$ cat src/rtl/registrador_universal.sv
// ---------------------------------------------------------------------------
// registrador_universal
//
// WIDTH-bit universal register for the ALU datapath. It does single-edge
// LOAD, CLEAR and HOLD operations. It also does multi-bit shifts and rotates
// (SHL, SHR, ROL, ROR, ASR). A shift moves one bit per clock and uses a
// start/busy/done handshake.
//
// Parameters:
//   WIDTH      data word width (>= 2)
//   CNT_W      shift-count width, able to express 0..WIDTH
//
// Ports:
//   clk        rising-edge clock
//   reset      asynchronous, active-high reset
//   start      operation request, sampled only while idle
//   mode       000 HOLD, 001 LOAD, 010 SHL, 011 SHR,
//              100 ROL, 101 ROR, 110 ASR, 111 CLEAR
//   d_in       parallel load data
//   amount     shift/rotate count (values above WIDTH clamp to WIDTH)
//   serial_in  fill bit for the vacated position in SHL/SHR
//   q          register contents
//   carry_out  last bit shifted/rotated out
//   busy       shift sequence in progress
//   done       one-cycle completion pulse
//   zero       q == 0, combinational from q
// ---------------------------------------------------------------------------
module registrador_universal #(
  parameter int WIDTH = 8,
  parameter int CNT_W = $clog2(WIDTH) + 1
) (
  input  logic             clk,
  input  logic             reset,
  input  logic             start,
  input  logic [2:0]       mode,
  input  logic [WIDTH-1:0] d_in,
  input  logic [CNT_W-1:0] amount,
  input  logic             serial_in,
  output logic [WIDTH-1:0] q,
  output logic             carry_out,
  output logic             busy,
  output logic             done,
  output logic             zero
);

  // Operation encodings
  localparam logic [2:0] MODE_HOLD  = 3'b000;
  localparam logic [2:0] MODE_LOAD  = 3'b001;
  localparam logic [2:0] MODE_SHL   = 3'b010;
  localparam logic [2:0] MODE_SHR   = 3'b011;
  localparam logic [2:0] MODE_ROL   = 3'b100;
  localparam logic [2:0] MODE_ROR   = 3'b101;
  localparam logic [2:0] MODE_ASR   = 3'b110;
  localparam logic [2:0] MODE_CLEAR = 3'b111;

  // Controller states
  localparam logic [0:0] STATE_IDLE  = 1'b0;
  localparam logic [0:0] STATE_SHIFT = 1'b1;

  localparam logic [CNT_W-1:0] CNT_MAX = CNT_W'(WIDTH);
  localparam logic [CNT_W-1:0] CNT_ONE = CNT_W'(1);

  logic [0:0]       state_reg, state_next;
  logic [WIDTH-1:0] q_reg, q_next;
  logic             carry_reg, carry_next;
  logic             busy_reg, busy_next;
  logic             done_reg, done_next;
  logic [CNT_W-1:0] cnt_reg, cnt_next;
  logic [2:0]       mode_reg, mode_next;

  // One-step results for every shift flavour, built bit by bit
  logic [WIDTH-1:0] shl_vec;
  logic [WIDTH-1:0] shr_vec;
  logic [WIDTH-1:0] rol_vec;
  logic [WIDTH-1:0] ror_vec;
  logic [WIDTH-1:0] asr_vec;

  logic [CNT_W-1:0] amount_eff;
  logic             is_shift_mode;
  logic [WIDTH-1:0] step_q;
  logic             step_carry;

  // -------------------------------------------------------------------------
  // Single-step shift network
  // -------------------------------------------------------------------------
  generate
    for (genvar gi = 0; gi < WIDTH; gi++) begin : g_step
      // Left-moving operations: bit gi receives bit gi-1, and the LSB
      // receives the fill bit.
      if (gi == 0) begin : g_lsb
        assign shl_vec[gi] = serial_in;
        assign rol_vec[gi] = q_reg[WIDTH-1];
      end else begin : g_lmid
        assign shl_vec[gi] = q_reg[gi-1];
        assign rol_vec[gi] = q_reg[gi-1];
      end

      // Right-moving operations: bit gi receives bit gi+1, and the MSB
      // receives the fill bit.
      if (gi == WIDTH - 1) begin : g_msb
        assign shr_vec[gi] = serial_in;
        assign ror_vec[gi] = q_reg[0];
        assign asr_vec[gi] = q_reg[WIDTH-1];  // sign bit is preserved
      end else begin : g_rmid
        assign shr_vec[gi] = q_reg[gi+1];
        assign ror_vec[gi] = q_reg[gi+1];
        assign asr_vec[gi] = q_reg[gi+1];
      end
    end
  endgenerate

  // Choose the step for the latched mode. Left moves shift out the MSB;
  // right moves shift out the LSB.
  always_comb begin
    step_q     = q_reg;
    step_carry = carry_reg;
    case (mode_reg)
      MODE_SHL: begin step_q = shl_vec; step_carry = q_reg[WIDTH-1]; end
      MODE_SHR: begin step_q = shr_vec; step_carry = q_reg[0];       end
      MODE_ROL: begin step_q = rol_vec; step_carry = q_reg[WIDTH-1]; end
      MODE_ROR: begin step_q = ror_vec; step_carry = q_reg[0];       end
      MODE_ASR: begin step_q = asr_vec; step_carry = q_reg[0];       end
      default:  begin step_q = q_reg;   step_carry = carry_reg;      end
    endcase
  end

  // Counts above WIDTH are clamped. A full-width rotate therefore returns
  // the original word, and a full-width shift flushes every bit.
  assign amount_eff = (amount > CNT_MAX) ? CNT_MAX : amount;

  assign is_shift_mode = (mode == MODE_SHL) || (mode == MODE_SHR) ||
                         (mode == MODE_ROL) || (mode == MODE_ROR) ||
                         (mode == MODE_ASR);

  // -------------------------------------------------------------------------
  // Next-state logic
  // -------------------------------------------------------------------------
  always_comb begin
    state_next = state_reg;
    q_next     = q_reg;
    carry_next = carry_reg;
    busy_next  = busy_reg;
    done_next  = 1'b0;  // done is a pulse and drops unless re-raised below
    cnt_next   = cnt_reg;
    mode_next  = mode_reg;

    case (state_reg)
      STATE_IDLE: begin
        if (start) begin
          case (mode)
            MODE_HOLD: begin
              done_next = 1'b1;
            end
            MODE_LOAD: begin
              q_next     = d_in;
              carry_next = 1'b0;
              done_next  = 1'b1;
            end
            MODE_CLEAR: begin
              q_next     = '0;
              carry_next = 1'b0;
              done_next  = 1'b1;
            end
            default: begin
              if (is_shift_mode) begin
                if (amount_eff == '0) begin
                  // A zero-length shift completes immediately and leaves
                  // q and carry_out untouched.
                  done_next = 1'b1;
                end else begin
                  // q is not modified on the accepting edge. The first step
                  // lands on the following edge.
                  mode_next  = mode;
                  cnt_next   = amount_eff;
                  busy_next  = 1'b1;
                  state_next = STATE_SHIFT;
                end
              end
            end
          endcase
        end
      end

      STATE_SHIFT: begin
        q_next     = step_q;
        carry_next = step_carry;
        cnt_next   = cnt_reg - CNT_ONE;
        if (cnt_reg == CNT_ONE) begin
          // Last step: done and busy=0 appear together in the next cycle.
          busy_next  = 1'b0;
          done_next  = 1'b1;
          state_next = STATE_IDLE;
        end
      end

      default: begin
        state_next = STATE_IDLE;
        busy_next  = 1'b0;
        cnt_next   = '0;
      end
    endcase
  end

  // -------------------------------------------------------------------------
  // State registers
  // -------------------------------------------------------------------------
  always_ff @(posedge clk or posedge reset) begin
    if (reset) begin
      state_reg <= STATE_IDLE;
      q_reg     <= '0;
      carry_reg <= 1'b0;
      busy_reg  <= 1'b0;
      done_reg  <= 1'b0;
      cnt_reg   <= '0;
      mode_reg  <= MODE_HOLD;
    end else begin
      state_reg <= state_next;
      q_reg     <= q_next;
      carry_reg <= carry_next;
      busy_reg  <= busy_next;
      done_reg  <= done_next;
      cnt_reg   <= cnt_next;
      mode_reg  <= mode_next;
    end
  end

  assign q         = q_reg;
  assign carry_out = carry_reg;
  assign busy      = busy_reg;
  assign done      = done_reg;
  assign zero      = (q_reg == '0);

endmodule

$ cat config.mk
export PLATFORM = sky130hd
export DESIGN_NAME = registrador_universal
export DESIGN_NICKNAME = d
export VERILOG_FILES = /design/src/rtl/registrador_universal.sv
export SDC_FILE = /design/constraint.sdc
export NUM_CORES = 1
export LEC_CHECK = 0
export CAP_MARGIN = 20
export CORE_UTILIZATION = 35
export CTS_CLUSTER_DIAMETER = 200
export DETAILED_ROUTE_END_ITERATION = 8
export DONT_BUFFER_PORTS = 1
export PLACE_DENSITY_LB_ADDON = 0.05
export SYNTH_ARGS = -nofsm -noshare
export SYNTH_HDL_FRONTEND = slang
export SYNTH_SLANG_ARGS = --single-unit
$ cat constraint.sdc
create_clock -name clk -period 1.54 [get_ports clk]
set_clock_uncertainty 0.05 [all_clocks]
set_input_delay 0.231 -clock clk [delete_from_list [all_inputs] [get_ports clk]]
set_output_delay 0.231 -clock clk [all_outputs]
set_load 0.01 [all_outputs]
### Word level (Yosys, flattened, before mapping)

Index checks and enable logic that the tools add are counted.

| operators by class | value |
|---|---|
| $add $sub $neg | 1 |
| order comparisons | 1 |
| equal/unequal tests | 24 |
| mux-type cells | 32 |
| bitwise logic cells | 3 |
| reduce and logical (&&, ||, !) cells | 17 |

Operators by type and width:

| operator | number |
|---|---|
| $pmux 8 s5 | 1 |
| $pmux 8 s2 | 2 |
| $eq 3x3->1 const B | 7 |
| $mux 4 | 5 |
| $mux 1 | 17 |
| $eq 3x2->1 const B | 4 |
| $ne 2x2->1 const B | 6 |
| $pmux 1 s2 | 5 |
| $reduce_and 5->1 | 2 |
| $logic_not 8->1 | 1 |
| $mux 8 | 1 |
| $pmux 4 s2 | 1 |
| $reduce_and 4->1 | 2 |
| $ne 6x1->1 const B | 1 |
| $reduce_and 3->1 | 2 |
| $reduce_or 3->1 | 2 |
| $ne 5x1->1 const B | 1 |
| $eq 4x1->1 const B | 1 |
| $gt 4x4->1 const B | 1 |
| $logic_not 4->1 | 1 |
| $logic_or 1x1->1 | 4 |
| $reduce_or 2->1 | 2 |
| $sub 4x1->4 const B | 1 |
| $eq 3x1->1 const B | 1 |
| other kinds (5) | 7 |

| word-level totals | value |
|---|---|
| register bits | 19 |
| input bits | 19 |
| output and inout bits | 12 |

### Depth between registers and ports, before layout

Gate-level depths: netlist (run 1).

| logic depth | value |
|---|---|
| depth in word-level cells | 9 |
| depth in mapped cells | 6 |
| depth with buffers taken out | 4 |

### Worst setup path after synthesis (run 1)

No wires, ideal clock.

| path | value |
|---|---|
| path kind | reg2reg |
| start | register q_reg[0] (netlist: q[0]) |
| end | register q_reg[7] (netlist: q[7]) |
| library setup time | 0.116 ns |
| arrival time | 1.279 ns |
| required time | 1.374 ns |
| slack | 0.095 ns |
| stages on the path, launching flop included | 5 |
| path buffers | 0 |
| period minus slack after synthesis | 1.445 ns |
| cells stage by stage | dfrtp_1 > or3b_2 > a32oi_1 > o311a_1 > nor2_1 |

| on the way | value |
|---|---|
| cells in the longest elaborated chain, start to end | 2 |

Ends and longest elaborated chain:

| what | RTL line | source |
|---|---|---|
| start, declared | 64 | `logic [WIDTH-1:0] q_reg, q_next;` |
| start signal, assigned | 218 | `q_reg <= q_next;` |
| $pmux 8 s5 | 117 | `case (mode_reg)` |
| $pmux 8 s2 | 147 | `case (state_reg)` |

Every way passes these cells.
A chain may end at the register's enable or synchronous reset.

### Worst setup path after layout (run 1)

| path | value |
|---|---|
| start | register q_reg[2] (netlist: q[2]) |
| end | output zero |

| on the way | value |
|---|---|
| cells in the longest elaborated chain, start to end | 1 |

Ends and longest elaborated chain:

| what | RTL line | source |
|---|---|---|
| $logic_not 8->1 | 231 | `assign zero = (q_reg == '0);` |
| end, declared | 43 | `output logic zero` |

Every way passes these cells.

==> impl_summary.log, run 1 <==
[metrics] htree depth: 1
[metrics] Num CTS Buffers: 3
[metrics] worst reg2reg setup slack: 0.05 ns
[metrics] area share of fa/ha/maj cells after synthesis: 1.982%
[metrics] number of antenna cells inserted: 0
[metrics] max FFs per register: 8
[metrics] clock buffer depth: 2
[metrics] Synth Net Count: 157
[metrics] share of final-layout standard cells stronger than drive strength 1: 27.22%
[metrics] Slew Limit Headroom: 67.73%
[metrics] library cells used by synthesis: 41
[metrics] mean area per synthesized cell: 9.283 um^2
[metrics] number of standard cells in the final layout excluding fillers: 204
[metrics] Max Clk Rate: 596.9 MHz
[metrics] violated checks: negative setup slack
[metrics] Critical-path top delay cell: sky130_fd_sc_hd__or4_4
[metrics] type of the setup path with the least slack: reg -> out
[metrics] detailed-routing iteration count for the pre-antenna-repair pass: 4
[metrics] Max Cap Violations: 0
[metrics] I/O Buffers: 0
[metrics] Leakage: 0.6716 nW
[metrics] setup slack at placement: 0.08424 ns
[metrics] full die area: 0.003851 mm^2
[metrics] launching element type of the critical path: flip-flop
[metrics] multiplexer fraction of the synthesized cell area: 8.226%
[metrics] routed length on met3: 120 um
[metrics] Root Buffer: sky130_fd_sc_hd__clkbuf_4
[metrics] violation count after the first detailed-route iteration: 66
[metrics] final hold slack: 0.02485 ns
[metrics] Total Negative Setup Slacks: -0.1353 ns
[metrics] total core area: 0.003390 mm^2
[metrics] flip-flop cell with the highest count after synthesis: sky130_fd_sc_hd__dfrtp_1
[metrics] number of global-route vias before repair: 1040
[metrics] cell depth of the worst hold path: 2
[metrics] DP Cell Count: 194
[metrics] share of flip-flops with an asynchronous set or reset after synthesis: 100.0%
[metrics] number of flops mapped to enable cells by yosys: 0
[metrics] Synth top area share: 37.66%
[metrics] length in cells of the worst reg-to-reg path: 4
[metrics] IR drop worst, VDD: 0.8439 mV
[metrics] nature of the critical path endpoint: primary output
[metrics] detailed-routed wire length on met2: 1589 um
[metrics] die height: 62.06 um
[metrics] die width: 62.06 um
[metrics] net switching power of the design: 0.001596 W
[metrics] basic-gate share of the synthesized area counting and, or, nand and nor cells: 20.52%
[metrics] WP data required: 1.26 ns
[metrics] remaining design rule violation count: 0
[metrics] cell accounting for the most synthesized area: sky130_fd_sc_hd__dfrtp_1
[metrics] series of cell instances along the critical path: or4_4 > nor2_4
[metrics] post-layout min period: 1.675 ns
[metrics] top library cells by usage in the layout, fill and taps aside: sky130_fd_sc_hd__nand2_1 (21), sky130_fd_sc_hd__buf_4 (21), sky130_fd_sc_hd__dfrtp_1 (18)
[metrics] CTS tree: yes
[metrics] Placement Rows: 21
[metrics] Post-Syn Area: 0.001262 mm^2
[metrics] parity-gate share of the synthesized area counting xor and xnor cells: 2.775%
[metrics] final critical-path share of the clock period: 108.8%
[metrics] sequential fraction of the synthesis area: 37.66%
[metrics] unrepaired setup endpoints after global routing: true
[metrics] routability-driven placement congestion ratio: 0.7501
[metrics] Slowest Stage Delay on Critical Path: 0.55 ns
[metrics] CTS clk-pin slew, worst paths: 0.12 ns
[metrics] setup slack of the critical path after layout: -0.1353 ns
[metrics] synthesis-stage register bit count: 19
[metrics] maximum net fanout on the critical path: 2
[metrics] internal power component: 0.001955 W
[metrics] final setup violation count: 1
[metrics] maximum number of pins on one net before global-route repair: 20
[metrics] Syn Inst Count: 136
[metrics] half-perimeter wire length after detailed placement: 2446 um
[metrics] count of warnings emitted by yosys: 0
[metrics] outcome: finished with violations
[metrics] Clk network pwr share: 7.5%
[metrics] total routing resource utilization after global routing: 18.58%
[metrics] routed vias: 1141
[metrics] count of nets left with antenna violations after detail routing: 0
[metrics] combinational family with the most area after synthesis: compound AO/OA/AOI/OAI gates
[metrics] power density normalized to cell area: 2323 mW/mm^2
[metrics] Worst-Skew Late Latency: 0.30 ns
[metrics] Remaining Overflow, GRT: 0
[metrics] count of boundary I/O pins: 31
[metrics] combinational cell fraction of total power: 63.9%
[metrics] CP arrival: 1.39 ns
[metrics] TritonCTS Sinks: 19
[metrics] top layer reached by signal wires: met4
[metrics] length of routed wiring on met1: 1667 um
[metrics] first-pass GRT wire length: 5043 um
[metrics] final number of max-transition violations: 0
[metrics] transition time at the pin with the least slew margin: 0.4800 ns
[metrics] average via count per standard cell: 5.593
[metrics] final number of hold-violating endpoints: 0
[metrics] worst hold-check path type: in -> reg
[metrics] Initial Utilization: 37.25%
[metrics] area added between synthesis and finish: 21.11%
[metrics] Synth Area in Compound Gates: 24.58%
[metrics] switching power share of the total: 44.95%
[metrics] portion of total power attributed to sequential cells: 28.6%
[metrics] post-DR wirelength/cell: 16.64 um
[metrics] main area contributors after synthesis: sky130_fd_sc_hd__dfrtp_1 (38%), sky130_fd_sc_hd__nand2_1 (6.2%), sky130_fd_sc_hd__mux2i_1 (5.6%), sky130_fd_sc_hd__a32oi_1 (4.9%), sky130_fd_sc_hd__o2bb2ai_1 (4.2%)
[metrics] drt total wl: 3395 um
[metrics] net count of the finished layout: 180
[metrics] initial antenna violation count: 0
[worst max-delay path: cells and delay by family, from the launching register on]
kind / cells / cell delay [ns]
flops: 1 / 0.40
simple gates: 2 / 0.69
[Yosys cell counts (all sizes together) (2+ instances only)]
cell and count:
a21o 2, a21oi 6, a22oi 3, a31oi 4, a32oi 7, and3 2, buf 5, clkbuf 2
dfrtp 19, ha 2, inv 5, mux2 3, mux2i 7, nand2 21, nand3b 2, nor2 11
nor4 2, o21ai 5, o22ai 2, o2bb2ai 6, or4 2, xnor2 3
[metrics by stage]
stage | area [um^2] | util, % | total power [W]
finish | 1529 | 45.11 | 0.003551
CTS | 1479 | 43.63 | 0.003463
global placement | 1428 | 42.12 | 0.003118
global route | 1529 | 45.11 | 0.003875
floorplan | 1262 | - | 0.002440
detailed placement | 1428 | 42.12 | 0.003150
[cell type report]
| class | count | area (um^2) |
|---|---|---|
| Clock buffer | 4 | 26.28 |
| Fill cell | 331 | 1861 |
| Inverter | 5 | 18.77 |
| Multi-Input combinational cell | 105 | 750.7 |
| Sequential cell | 19 | 476.7 |
| Tap cell | 46 | 57.56 |
| Timing Repair Buffer | 25 | 198.9 |
[what timing repair did]
item                                    4_1_cts  5_1_grt
resized for setup                             4        4
endpoints found under the setup margin        1        8
pin swaps                                     2        7
hold buffers                                  1        2
buffers inserted                              0        3
hold endpoints to repair                     19        2
[power by group through the flow]
stage | clock, W | combinational [W] | sequential, W
finish | 0.000267 | 0.00227 | 0.00101
global route | 0.000308 | 0.00252 | 0.00105
CTS | 0.000280 | 0.00218 | 0.00101
detailed placement | 0 | 0.00214 | 0.00101
global placement | 0 | 0.00211 | 0.00101
floorplan | 0 | 0.00139 | 0.00105
[path summary, 6_finish.rpt]
| kind | from | endpoint |
|---|---|---|
| min in group asynchronous | reset | q[5] |
| worst max-delay path | q[2] | zero |
| worst min-delay path | amount[3] | cnt_reg[3] |
| worst max register to register | cnt_reg[2] | cnt_reg[3] |
| worst min register to register | cnt_reg[1] | cnt_reg[1] |
| max in group asynchronous | reset | state_reg |
[logic make-up (layout without fill, tap and decap cells)]
kind of cell             after synthesis  count (layout)
flip-flops                            19              19
buffers and inverters                 12              34
multiplexers                          10              10
adder cells (fa/ha/maj)                2               2
AND/OR/NAND/NOR                       48              48
XOR/XNOR                               4               4
AO/OA/AOI/OAI                         41              41
[layer usage]
layer / track usage (%) / up-vias
met1: 26.82 / 568
met3: 2.692 / 2
met4: 6.032 / 0
met2: 28.42 / 19
li1: - / 552
met5: 0 / -
No activity file was read; power rests on OpenSTA's default activity.
==> inputs of run 2 (changes only) <==
==> constraint.sdc (replaced) <==
create_clock -name clk -period 2.1 [get_ports clk]
set_clock_uncertainty 0.05 [all_clocks]
set_input_delay 0.315 -clock clk [delete_from_list [all_inputs] [get_ports clk]]
set_output_delay 0.315 -clock clk [all_outputs]
set_load 0.01 [all_outputs]
==> impl_summary.log, run 2 (same netlist as run 1, synthesis figures left out) <==
[metrics] IR drop worst, VDD: 0.6051 mV
[metrics] average via count per standard cell: 5.630
[metrics] TritonCTS Sinks: 19
[metrics] CTS clk-pin slew, worst paths: 0.13 ns
[metrics] clock buffer depth: 2
[metrics] violated checks: negative hold slack
[metrics] power density normalized to cell area: 1711 mW/mm^2
[metrics] most frequent standard cell in the layout excluding fill and tap cells: sky130_fd_sc_hd__nand2_1
[metrics] share of final-layout standard cells stronger than drive strength 1: 15.94%
[metrics] Leakage: 0.5720 nW
[metrics] Num CTS Buffers: 3
[metrics] first-pass GRT wire length: 4878 um
[metrics] htree depth: 1
[metrics] Util after Layout: 39.79%
[metrics] top library cells by usage in the layout, fill and taps aside: sky130_fd_sc_hd__nand2_1 (21), sky130_fd_sc_hd__dfrtp_1 (19), sky130_fd_sc_hd__nor2_1 (11)
[metrics] remaining design rule violation count: 0
[metrics] worst hold-check path type: in -> async
[metrics] Post-Layout Inst Area: 0.001349 mm^2
[metrics] I/O Buffers: 0
[metrics] area added between synthesis and finish: 6.838%
[metrics] count of nets left with antenna violations after detail routing: 0
[metrics] maximum net fanout on the critical path: 7
[metrics] final setup violation count: 0
[metrics] fraction of met3 tracks used by global routing: 4.141%
[metrics] unrepaired setup endpoints after global routing: false
[metrics] full die area: 0.003851 mm^2
[metrics] die height: 62.06 um
[metrics] final critical-path share of the clock period: 93.70%
[metrics] Placement Rows: 21
[metrics] number of fill cells: 348
[metrics] post-layout min period: 1.968 ns
[metrics] transition time at the pin with the least slew margin: 0.7867 ns
[metrics] Max Cap Violations: 0
[metrics] outcome: finished with violations
[metrics] post-DR wirelength/cell: 17.28 um
[metrics] total core area: 0.003390 mm^2
[metrics] met1 layer usage reported by global route: 27.26%
[metrics] final number of max-transition violations: 0
[metrics] net count of the finished layout: 160
[metrics] busiest grt layer: met1
[metrics] count of boundary I/O pins: 31
[metrics] Max Clk Rate: 508.2 MHz
[metrics] GR Layer Usage met2: 23.40%
[metrics] maximum number of pins on one net before global-route repair: 20
[metrics] hold buffer count at cts: 0
[metrics] half-perimeter wire length after detailed placement: 2236 um
[metrics] CP arrival: 1.60 ns
[metrics] detailed-routing iteration count for the pre-antenna-repair pass: 4
[metrics] violation count after the first detailed-route iteration: 51
[metrics] type of the setup path with the least slack: reg -> out
[metrics] WP data required: 1.74 ns
[metrics] number of antenna cells inserted: 0
[metrics] Total Negative Setup Slacks: 0 ns
[metrics] Worst-Skew Late Latency: 0.31 ns
[metrics] max FFs per register: 8
[metrics] die width: 62.06 um
[metrics] post-place instance area: 0.001323 mm^2
[metrics] initial antenna violation count: 0
[metrics] final number of hold-violating endpoints: 19
[metrics] launching element type of the critical path: flip-flop
[metrics] Root Buffer: sky130_fd_sc_hd__clkbuf_4
[metrics] Initial Utilization: 37.25%
[metrics] cells resized by post-CTS repair: 0
[metrics] CTS tree: yes
[metrics] Slew Limit Headroom: 47.49%
[metrics] Remaining Overflow, GRT: 0
[metrics] nature of the critical path endpoint: primary output
[metrics] number of global-route vias before repair: 993
[metrics] drt total wl: 3179 um
[metrics] routability-driven placement congestion ratio: 0.7222
[metrics] routed vias: 1036
[metrics] final hold slack: -0.02624 ns
[metrics] count of buffers added by post-CTS timing repair for setup: 0
[metrics] total routing resource utilization after global routing: 17.70%
run 2: changes by cell type in the layout (fill, tap and decap cells not counted), moves of 2 or more:
cell,delta
sky130_fd_sc_hd__or4_4,-2
sky130_fd_sc_hd__dlygate4sd3_1,-3
sky130_fd_sc_hd__or4_1,+2
sky130_fd_sc_hd__buf_4,-16
run 2: worst paths after layout:
kind	start	endpoint	slack, ns	cells after the start
worst min register to register	cnt_reg[0]	cnt_reg[0]	0.51	1
worst min-delay path	reset	q[3]	-0.03	1
max in group asynchronous	reset	done	1.53	1
worst max register to register	state_reg	cnt_reg[3]	0.41	4
min in group clk	d_in[2]	q[2]	0.10	2
worst max-delay path	q[6]	zero	0.13	2
run 2: layer usage:
metal  wire length, um  part of all wire (%)
met5                 0                     0
met4                34                   1.1
met3               194                   6.1
met2              1293                    41
met1              1657                    52
run 2: area by class of cell:
cell class	count	area, um^2	area share (%)
clock buffers	4	26.28	1.948
inverters	5	18.77	1.391
multi-input cells	105	733.2	54.36
flip-flops and latches	19	475.5	35.25
well taps	46	57.56	4.267
repair buffers	5	37.54	2.783
run 2: critical path, cell delays in order (launching register included):
cell and delay, ns:
sky130_fd_sc_hd__dfrtp_1 0.51, sky130_fd_sc_hd__or4_1 0.57, sky130_fd_sc_hd__nor2_1 0.21
run 2: power by group:
group | total (W) | internal (W) | switching (W) | leakage (nW)
clock network | 0.000203 | 0.0000740 | 0.000129 | 0.0150
registers | 0.000911 | 0.000553 | 0.000357 | 0.226
logic | 0.00119 | 0.000578 | 0.000616 | 0.331
total | 0.00231 | 0.00121 | 0.00110 | 0.572
run 2: through the flow:
step	setup slack [ns]	cells	power (W)
finish	0.1324	184	0.002307
global route	0.07297	184	0.002539
CTS	0.1072	184	0.002323
detailed placement	0.4648	180	0.002117
global placement	0.4849	180	0.002113
floorplan	0.5945	136	0.001789
==> inputs of run 3 (changes only) <==
--- a/config.mk
+++ b/config.mk
@@ -6,6 +6,9 @@
 export NUM_CORES = 1
 export LEC_CHECK = 0
 export CAP_MARGIN = 20
+export CELL_PAD_IN_SITES_DETAIL_PLACEMENT = 0
+export CELL_PAD_IN_SITES_GLOBAL_PLACEMENT = 1
+export CORE_ASPECT_RATIO = 0.5
 export CORE_UTILIZATION = 35
 export CTS_CLUSTER_DIAMETER = 200
 export DETAILED_ROUTE_END_ITERATION = 8
==> impl_summary.log, run 3 (same netlist as run 1, synthesis figures left out) <==
[metrics] CP arrival: 1.53 ns
[metrics] maximum net fanout on the critical path: 7
[metrics] Critical-path top delay cell: sky130_fd_sc_hd__or4_1
[metrics] series of cell instances along the critical path: or4_1 > nor2_1
[metrics] Worst Path Buf+Inv: 0
[metrics] Root Buffer: sky130_fd_sc_hd__clkbuf_8
[metrics] TritonCTS Sinks: 19
[metrics] I/O Buffers: 0
[metrics] routability-driven placement congestion ratio: 0.7506
[metrics] Slowest Stage Delay on Critical Path: 0.58 ns
[metrics] net count of the finished layout: 159
[metrics] average via count per standard cell: 5.676
[metrics] Placement Rows: 14
[metrics] length in cells of the worst reg-to-reg path: 4
[metrics] transition time at the pin with the least slew margin: 0.7630 ns
[metrics] final number of hold-violating endpoints: 0
[metrics] Leakage: 0.5776 nW
[metrics] htree depth: 1
[metrics] launching element type of the critical path: flip-flop
[metrics] Max Clk Rate: 526.4 MHz
[metrics] post-layout min period: 1.900 ns
[metrics] number of global-route vias before repair: 1013
[metrics] unrepaired setup endpoints after global routing: false
[metrics] worst reg2reg setup slack: 0.42 ns
[metrics] cells resized by post-CTS repair: 0
[metrics] worst hold-check path type: in -> async
[metrics] first-pass GRT wire length: 5147 um
[metrics] routed vias: 1050
[metrics] Max Cap Violations: 0
[metrics] max FFs per register: 8
[metrics] Worst-Skew Late Latency: 0.27 ns
[metrics] worst flop-to-flop path startpoint: mode_reg[2]
[metrics] portion of total power attributed to sequential cells: 38.9%
[metrics] Remaining Overflow, GRT: 0
[metrics] CTS tree: yes
[metrics] number of antenna cells inserted: 0
[metrics] maximum number of pins on one net before global-route repair: 20
[metrics] post-DR wirelength/cell: 16.89 um
[metrics] CTS clk-pin slew, worst paths: 0.08 ns
[metrics] count of nets left with antenna violations after detail routing: 0
[metrics] area added between synthesis and finish: 8.028%
[metrics] final critical-path share of the clock period: 90.46%
[metrics] Total Negative Setup Slacks: 0 ns
[metrics] switching power share of the total: 47.00%
[metrics] half-perimeter wire length after detailed placement: 2274 um
[metrics] type of the setup path with the least slack: reg -> out
[metrics] Slew Limit Headroom: 49.08%
[metrics] final setup violation count: 0
[metrics] die height: 44.47 um
[metrics] final hold slack: 0.01476 ns
[metrics] net switching power of the design: 0.001098 W
[metrics] internal power component: 0.001238 W
[metrics] die width: 86.94 um
[metrics] number of fill cells: 331
[metrics] count of boundary I/O pins: 31
[metrics] combinational cell fraction of total power: 49.4%
[metrics] total core area: 0.003206 mm^2
[metrics] share of final-layout standard cells stronger than drive strength 1: 16.06%
[metrics] IR drop worst, VDD: 0.5027 mV
[metrics] Largest delay share family, worst path: simple AND/OR/NAND/NOR gates
[metrics] drt total wl: 3124 um
[metrics] Num CTS Buffers: 3
[metrics] full die area: 0.003866 mm^2
[metrics] initial antenna violation count: 0
[metrics] Clk network pwr share: 11.7%
[metrics] total routing resource utilization after global routing: 18.16%
[metrics] Initial Utilization: 39.38%
[metrics] power density normalized to cell area: 1713 mW/mm^2
[metrics] WP data required: 1.74 ns
[metrics] FF-to-FF End: q[7]
[metrics] remaining design rule violation count: 0
[metrics] violation count after the first detailed-route iteration: 41
[metrics] detailed-routing iteration count for the pre-antenna-repair pass: 4
[metrics] count of buffers added by post-CTS timing repair for setup: 0
[metrics] outcome: finished clean
[metrics] clock buffer depth: 2
[metrics] nature of the critical path endpoint: primary output
[metrics] final number of max-transition violations: 0
[metrics] top library cells by usage in the layout, fill and taps aside: sky130_fd_sc_hd__nand2_1 (21), sky130_fd_sc_hd__dfrtp_1 (19), sky130_fd_sc_hd__nor2_1 (11)
[metrics] most frequent standard cell in the layout excluding fill and tap cells: sky130_fd_sc_hd__nand2_1
[metrics] hold buffer count at cts: 0
[run 3: changes by cell type in the layout (fill, tap and decap cells not counted), sizes merged]
cell	change
clkbuf	-1
buf	-1
clkinv	+1
[run 3: layout make-up]
| class | instances | area, um^2 | area share [%] |
|---|---|---|---|
| clock buffer | 3 | 41.29 | 3.028 |
| multi-input combinational | 105 | 733.2 | 53.76 |
| clock inverter | 1 | 5.005 | 0.3670 |
| sequential | 19 | 475.5 | 34.86 |
| timing repair buffer | 4 | 30.03 | 2.202 |
| inverter | 5 | 18.77 | 1.376 |
| tap | 48 | 60.06 | 4.404 |
[run 3: power by group through the flow]
| stage | clock network (W) | registers (W) | logic, W |
|---|---|---|---|
| after floorplan | 0 | 0.000769 | 0.00102 |
| after global placement | 0 | 0.000914 | 0.00116 |
| final | 0.000273 | 0.000909 | 0.00115 |
| after detailed placement | 0 | 0.000915 | 0.00117 |
| after global routing | 0.000295 | 0.000953 | 0.00133 |
| after CTS | 0.000280 | 0.000909 | 0.00117 |
[run 3: worst max-delay path by stage]
| stage | cells after the start | slack, ns | startpoint | end |
|---|---|---|---|---|
| floorplan | 2 | 0.59 | q[5] | zero |
| global placement | 2 | 0.46 | state_reg | mode_reg[2] |
| detailed placement | 4 | 0.44 | mode_reg[1] | q[7] |
| CTS | 2 | 0.19 | q[6] | zero |
| global route | 2 | 0.12 | q[6] | zero |
| finish | 2 | 0.20 | q[6] | zero |
[run 3: metal layers]
metal	part of all wire [%]	vias to the layer above	wire length, um	GRT usage [%]
met2	42	27	1311	28.19
met1	51	508	1588	24.18
li1	-	510	-	-
met3	5.8	5	180	5.224
met4	1.4	0	43	7.000
met5	0	-	0	0
[run 3: metrics by stage]
step / instances / util [%] / worst slack, ns / instance area, um^2 / power, W
floorplan: 136 / - / 0.5945 / 1262 / 0.001789
global placement: 181 / 41.10 / 0.4613 / 1318 / 0.002070
finish: 185 / 42.54 / 0.2002 / 1364 / 0.002336
CTS: 185 / 42.54 / 0.1882 / 1364 / 0.002355
detailed placement: 181 / 41.10 / 0.4414 / 1318 / 0.002083
global route: 185 / 42.54 / 0.1222 / 1364 / 0.002577
==> edit (config.mk and constraints of run 3) <==
Register the output `done` once more, with the module's reset; this adds one clock of latency there. The other outputs are not delayed to match. Comments in the files are not updated.
--- a/src/rtl/registrador_universal.sv
+++ b/src/rtl/registrador_universal.sv
@@ -227,7 +227,13 @@
   assign q         = q_reg;
   assign carry_out = carry_reg;
   assign busy      = busy_reg;
-  assign done      = done_reg;
+  always_ff @(posedge clk or posedge reset) begin
+    if (reset) begin
+      done <= '0;
+    end else begin
+      done <= done_reg;
+    end
+  end
   assign zero      = (q_reg == '0);
 
 endmodule
Function: changed (Yosys sat finds a counterexample within 4 cycles, from zero or initial values and one cycle with reset high).
==> edit against run 3 <==
- power is 3.3% lower
- highest routed layer unchanged
- clock power is 42% higher
- via count is 6.1% lower
- the flow now finishes with violations (design-rule violations)
- cell area is 2.1% lower
- setup slack better by 40 ps
- area after synthesis is 4.6% lower
- maximum frequency is 2.2% higher
- synthesized cell count is 9.6% lower
- sequential cell count is 1 higher
- sequential power is 3.3% lower
- largest cell class unchanged
- count of clock-buffer cells in the layout stayed put
- wire length is 8.2% lower
- critical path type unchanged
==> edit: results (changes against run 3) <==
** GRT
- The met3 track demand over resource in global routing is 6.67% (+1.4 points).
- The overall fraction of global-route tracks in use was 16.8% (-1.3 points).
- The number of global-route vias before repair came to 938 (-7.4%).
- First-pass GRT wire length :: 4750 um (-7.8%)
- Fraction of met2 tracks used by global routing :: 26.5% (-1.7 points)
- Maximum number of pins on one net before global-route repair :: 22 (+10%)

** Logic synthesis
- Nets in the synthesized netlist :: 144 (-8.3%)
- In the synthesized netlist, the cells that appear most often are 20 x sky130_fd_sc_hd__dfrtp_1, 9 x sky130_fd_sc_hd__nand2_1, 8 x sky130_fd_sc_hd__a21oi_1.
- The fraction of the yosys area taken by sequential cells was 41.5% (+3.9 points).
- The share of the synthesized area in the top cell type is 41.5% (+3.9 points).

** Outcome
- The final reports fail on design-rule violations.
- Run status :: complete, but fails checks

** Pwr
- The static power due to leakage is 0.539 nW (-6.6%).
- Worst-case vdd ir drop :: 0.000630 V (+25%)
- The sequential group power is 0.879 mW (-3.3%).

** Finish
- The multi-input logic area was 657 sq um (-10%).
- The number of fillers in the final layout is 309 (-6.6%).
- Fraction of standard cell area that is sequential :: 37.5% (+2.6 points)
- The multi-input logic cell count was 91 (-13%).
- The non-clock buffer count in the final layout came to 5 (+1).
- The footprint of the flip-flops and latches is 500 sq um (+5.3%).
- Total number of nets in the final design :: 147 (-7.5%)

** Detailed routing
- Detail Route met2 WL :: 1250 um (-4.5%)
- Detail-routed net length per standard cell :: 17.4 um (+3.0%)
- The number of design-rule violations left by the first detailed-router iteration is 77 (+88%).
- The remaining routing DRC violations came to 3 (+3).
- Metal3 WL :: 250 um (+39%)

** Setup path
- Reg2Reg Setup Slack :: 390 ps (-30 ps)
- The arrival time of data at the critical path endpoint was 1490 ps (-40 ps).
- Peak fanout along the critical path :: 6 (-1)

** Placement
- The standard cell area after detailed placement is 1260 sq um (-4.1%).
- The pre-CTS worst setup slack came to 327 ps (-115 ps).
- HPWL after detailed placement :: 2150 um (-5.4%)
- Count of placed standard cells including taps :: 161 (-11%)

** Die
- Die Outline Area :: 3700 sq um (-4.4%)

** CTS
- The clock sink count is 20 (+1).
-- edit: cell count changes in the layout (fill, tap and decap cells not counted), sizes merged, moves of 3 or more --
cell	run 3	this run
nand2	21	9
a32oi	7	1
mux2i	7	1
o2bb2ai	6	0
a221oi	0	5
nor2	11	6
mux2	3	7
o22ai	2	6
nand2b	1	4
-- edit: cells by family (layout without fill, tap and decap cells) --
family	count (synthesis)	in the layout	synth area share [%]
XOR/XNOR	5	5	3.64
multiplexers	8	8	7.37
buffers and inverters	12	14	3.95
flip-flops	20	20	41.5
adder cells (fa/ha/maj)	2	2	2.08
AND/OR/NAND/NOR	35	35	18.7
AO/OA/AOI/OAI	41	41	22.7
-- edit: critical path, stage by stage (launching register included) --
cell and delay [ps]:
sky130_fd_sc_hd__dfrtp_1 470, sky130_fd_sc_hd__or4_1 550, sky130_fd_sc_hd__nor2_1 210
